### src/rtl/clic_irq_arbiter.sv
// CLIC-style interrupt arbiter: picks the highest-level eligible source,
// holds it until acknowledged, pulses edge pending-clear, then enforces a gap.
module clic_irq_arbiter #(
    parameter int unsigned NumSrc    = 64,
    parameter int unsigned GapCycles = 2
) (
    input  logic                clk_i,
    input  logic                rst_ni,
    input  logic [NumSrc-1:0]   pend_i,
    input  logic [NumSrc-1:0]   ie_i,
    input  logic [NumSrc-1:0]   edge_i,
    input  logic [NumSrc*8-1:0] level_i,
    input  logic                mie_i,
    input  logic                clear_i,
    input  logic                irq_ack_i,
    output logic [NumSrc-1:0]   irq_o,
    output logic [7:0]          irq_level_o,
    output logic [NumSrc-1:0]   clr_pend_o,
    output logic                busy_o
);

    localparam int unsigned IdWidth  = $clog2(NumSrc);
    localparam int unsigned CntWidth = $clog2(GapCycles + 1);

    typedef enum logic [1:0] {
        Idle,
        Req,
        Gap
    } state_e;

    state_e               state_q, state_d;
    logic [IdWidth-1:0]   id_q, id_d;
    logic                 edge_q, edge_d;
    logic [CntWidth-1:0]  cnt_q, cnt_d;
    logic [NumSrc-1:0]    irq_d, clr_d;
    logic [7:0]           lvl_d;

    logic                 win_valid;
    logic [IdWidth-1:0]   win_id;
    logic [7:0]           win_lvl;
    logic                 arb;

    function automatic logic [NumSrc-1:0] onehot(input logic [IdWidth-1:0] id);
        onehot     = '0;
        onehot[id] = 1'b1;
    endfunction

    // Ascending scan with >= makes the highest id win a level tie.
    always_comb begin
        win_valid = 1'b0;
        win_id    = '0;
        win_lvl   = '0;
        for (int unsigned i = 0; i < NumSrc; i++) begin
            if (pend_i[i] && ie_i[i] && mie_i &&
                (level_i[8*i +: 8] != 8'd0) &&
                (level_i[8*i +: 8] >= win_lvl)) begin
                win_valid = 1'b1;
                win_id    = IdWidth'(i);
                win_lvl   = level_i[8*i +: 8];
            end
        end
    end

    always_comb begin
        state_d = state_q;
        id_d    = id_q;
        edge_d  = edge_q;
        cnt_d   = cnt_q;
        irq_d   = irq_o;
        lvl_d   = irq_level_o;
        clr_d   = '0;
        arb     = 1'b0;
        unique case (state_q)
            Idle: arb = !clear_i;
            Req: begin
                if (irq_ack_i) begin
                    state_d = Gap;
                    cnt_d   = CntWidth'(GapCycles - 1);
                    irq_d   = '0;
                    lvl_d   = '0;
                    clr_d   = edge_q ? onehot(id_q) : '0;
                end else if (clear_i) begin
                    state_d = Idle;
                    irq_d   = '0;
                    lvl_d   = '0;
                end
            end
            Gap: begin
                if (clear_i) begin
                    state_d = Idle;
                end else if (cnt_q != '0) begin
                    cnt_d = cnt_q - 1'b1;
                end else begin
                    state_d = Idle;
                    arb     = 1'b1;
                end
            end
            default: state_d = Idle;
        endcase
        if (arb && win_valid) begin
            state_d = Req;
            id_d    = win_id;
            edge_d  = edge_i[win_id];
            irq_d   = onehot(win_id);
            lvl_d   = win_lvl;
        end
    end

    always_ff @(posedge clk_i or negedge rst_ni) begin
        if (!rst_ni) begin
            state_q     <= Idle;
            id_q        <= '0;
            edge_q      <= 1'b0;
            cnt_q       <= '0;
            irq_o       <= '0;
            irq_level_o <= '0;
            clr_pend_o  <= '0;
        end else begin
            state_q     <= state_d;
            id_q        <= id_d;
            edge_q      <= edge_d;
            cnt_q       <= cnt_d;
            irq_o       <= irq_d;
            irq_level_o <= lvl_d;
            clr_pend_o  <= clr_d;
        end
    end

    assign busy_o = (state_q != Idle);

endmodule
### config.mk
export PLATFORM = sky130hd
export DESIGN_NAME = clic_irq_arbiter
export DESIGN_NICKNAME = d
export VERILOG_FILES = /design/src/rtl/clic_irq_arbiter.sv
export SDC_FILE = /design/constraint.sdc
export NUM_CORES = 1
export LEC_CHECK = 0
export BUFFER_PORTS_ARGS = -buffer_cell sky130_fd_sc_hd__buf_2
export CORE_UTILIZATION = 25
export DETAILED_ROUTE_END_ITERATION = 10
export GPL_TIMING_DRIVEN = 0
export SLEW_MARGIN = 10
export SYNTH_ARGS = -nofsm -noshare
export SYNTH_HDL_FRONTEND = slang
export SYNTH_SLANG_ARGS = --single-unit
### constraint.sdc
create_clock -name clk_i -period 4.25 [get_ports clk_i]
set_input_delay 1.0625 -clock clk_i [delete_from_list [all_inputs] [get_ports clk_i]]
set_output_delay 1.0625 -clock clk_i [all_outputs]
set_load 0.02 [all_outputs]
==> metrics <==
run status complete, but fails checks; violated checks setup timing; Worst Path Max Fanout 10; DRT Wirelength 181.2 mm; Syn Inst Count 4056; die area 123100 sq um; Die Wd 350.9 um; worst slack, placed -124.47 ns; Vias/cell 5.709; largest net degree at the start of global routing 101; CP max stage cell or4_4; max-slew violations 0; critical path's most frequent cell a21o_1; CTS tree built; Min Clock Period, post-route 113.23 ns; Worst slew margin 0.08461; Clock Path Buffers 2; skew final 0.01568 ns; # H-tree levels 4; CTS Sinks 147; via count of the first global-routing pass 40150; Slew @ Worst Pin 1.361 ns; crit path DAT 113.54 ns; CP bufs+invs 122; worst skew pair latency 0.43 ns; Area contributors post-synth ha_1 (18%), dfrtp_1 (12%), a21oi_1 (5.6%); CTS buffer count 17; post-route setup slack -108.98 ns; CP required 4.56 ns; routability-driven placement congestion ratio 1.012; Final #Nets 6887; Die Span Y 350.9 um; delay-heaviest family, CP compound AO/OA/AOI/OAI gates; Yosys top cell by area ha_1; Syn Nets 5210; DRC Markers 0; All-Layer GR Usage 0.2693; first-pass GRT wire length 251.8 mm; Ports 846; core footprint 120300 sq um; CTS Root Cell clkbuf_16; Post-CTS Hold Fix Bufs 0; post-synthesis sequential area ratio 0.1209; Setup TNS -8714.17 ns; DRT Pass-1 Iters 6; routed len/inst 24.46 um; P&R area growth vs syn 71.30%; Hold Crit Class register to register; FF+latch count, synth 147; initial antenna violation count 102; Fmax 8.831 MHz; Layout fillers 11560; Final Hold Fails 0; CP Launch Type primary input; total gr overflow 0; Synth Warn # 0; # port buffers 845; most numerous cell in the Yosys netlist ha_1; share of layout cells above drive strength 1 0.5113; RSZ-0062 raised after global routing true; HPWL Detailed 139.1 mm; Setup CP Type primary input to register; Synth Flop Type dfrtp_1; Async SR Flop Fraction 1.000; final setup violation count 80; commonest cells in the synthesized netlist ha_1 (445), a21oi_1 (343), nor2_1 (321); Site Rows 127; Clk pin slew, worst setup/hold paths 0.07 ns; Mean Syn Cell Area 7.501 sq um; period utilization 26.64; placed cell count 6514; vias 42300; slowest stage delay, CP 0.59 ns; Post-synth EDFFs 0; mapped cell area 30430 sq um; DRT antenna net count 0; Iter 0 DRT Violations 3484; unique cell type count in the Yosys netlist 120; max_cap viols 0; Yosys top cell area share 0.1830; initial core utilization 0.2529; final std cells w/o fill 7409; CP Capture Type register
[stage by stage]
step | hold slack (ns) | util | area (sq um)
floorplan | 0.5028 | - | 32780
global placement | 0.4578 | 0.3244 | 39020
detailed placement | 0.4868 | 0.3248 | 39070
CTS | 0.5016 | 0.4019 | 48340
global route | 0.5271 | 0.4330 | 52090
finish | 0.4983 | 0.4333 | 52120
[worst paths after layout]
check | start | end | slack (ns) | cells past startpoint
max | mie_i | irq_o[57] | -108.98 | 639
min | irq_o[63] | irq_o[63] | 0.50 | 1
max reg2reg | cnt_q[0] | irq_o[27] | 2.09 | 9
min reg2reg | irq_o[63] | irq_o[63] | 0.50 | 1
max in group asynchronous | rst_ni | irq_o[1] | 2.88 | 2
min in group asynchronous | rst_ni | clr_pend_o[48] | 0.51 | 1
[cell type report]
type / instances / area [sq um] / area share
diodes: 51 / 127.6 / 0.002449
repair buffers: 1685 / 11030 / 0.2116
multi-input cells: 3476 / 31900 / 0.6122
inverters: 282 / 1079 / 0.02069
clock inverters: 14 / 140.1 / 0.002689
flip-flops and latches: 147 / 3679 / 0.07058
well taps: 1612 / 2017 / 0.03870
plain buffers: 124 / 1714 / 0.03289
clock buffers: 18 / 429.2 / 0.008235
[metal layers]
layer | vias to the layer above | global-route usage | wire [um] | share of wire
li1 | 18950 | - | - | -
met1 | 20090 | 0.3185 | 68850 | 0.38
met2 | 2444 | 0.4460 | 82890 | 0.46
met3 | 760 | 0.05827 | 16200 | 0.089
met4 | 60 | 0.1590 | 12850 | 0.071
met5 | - | 0 | 406 | 0.0022
[cell usage in the layout, fill, tap and decap left out, types with 34 or more instances in the layout]
cell and n:
buf_2 848, buf_4 771, ha_1 315, nor2_1 252, inv_1 241, nand2_1 214, a21o_1 203, a21oi_1 190
dfrtp_1 147, ha_4 119, nor4_1 116, a21oi_2 112, o21ai_0 91, nand3_1 89, nand2b_1 70, o21a_1 69
a22o_1 65, buf_6 57, o21ai_1 54, nor2_4 54, mux2i_1 53, diode_2 51, buf_8 50, a221o_1 48
and2_4 48, nand2_2 47, and2_1 47, a21oi_4 44, o211ai_1 44, nand4_1 43, nor2b_1 39, clkbuf_16 39
o21ai_2 38, inv_2 34
[cell families after synthesis]
kind of cell    count (synthesis)  share of synthesized area
mux                           141                    0.04865
simple gates                 1397                     0.2407
fa+ha+maj                     456                     0.1867
buf+inv                       433                    0.05753
compound gates               1482                     0.3456
flops                         147                     0.1209
[state kept, by name, indices dropped and copies added (netlist names)]
register	cells
irq_level_o	8
edge_q	1
id_q	6
irq_o	64
state_q	2
clr_pend_o	64
cnt_q	2
[repair_timing]
action	CTS	global route
resized for setup	764	504
endpoints found under the setup margin	80	80
pin swaps	484	485
setup buffers	638	184
gates cloned	20	3
hold endpoints to repair	0	0
Power is left out: the tool's default activity adds up to more than one toggle a clock period on the data nets, which glitch-free logic cannot reach.
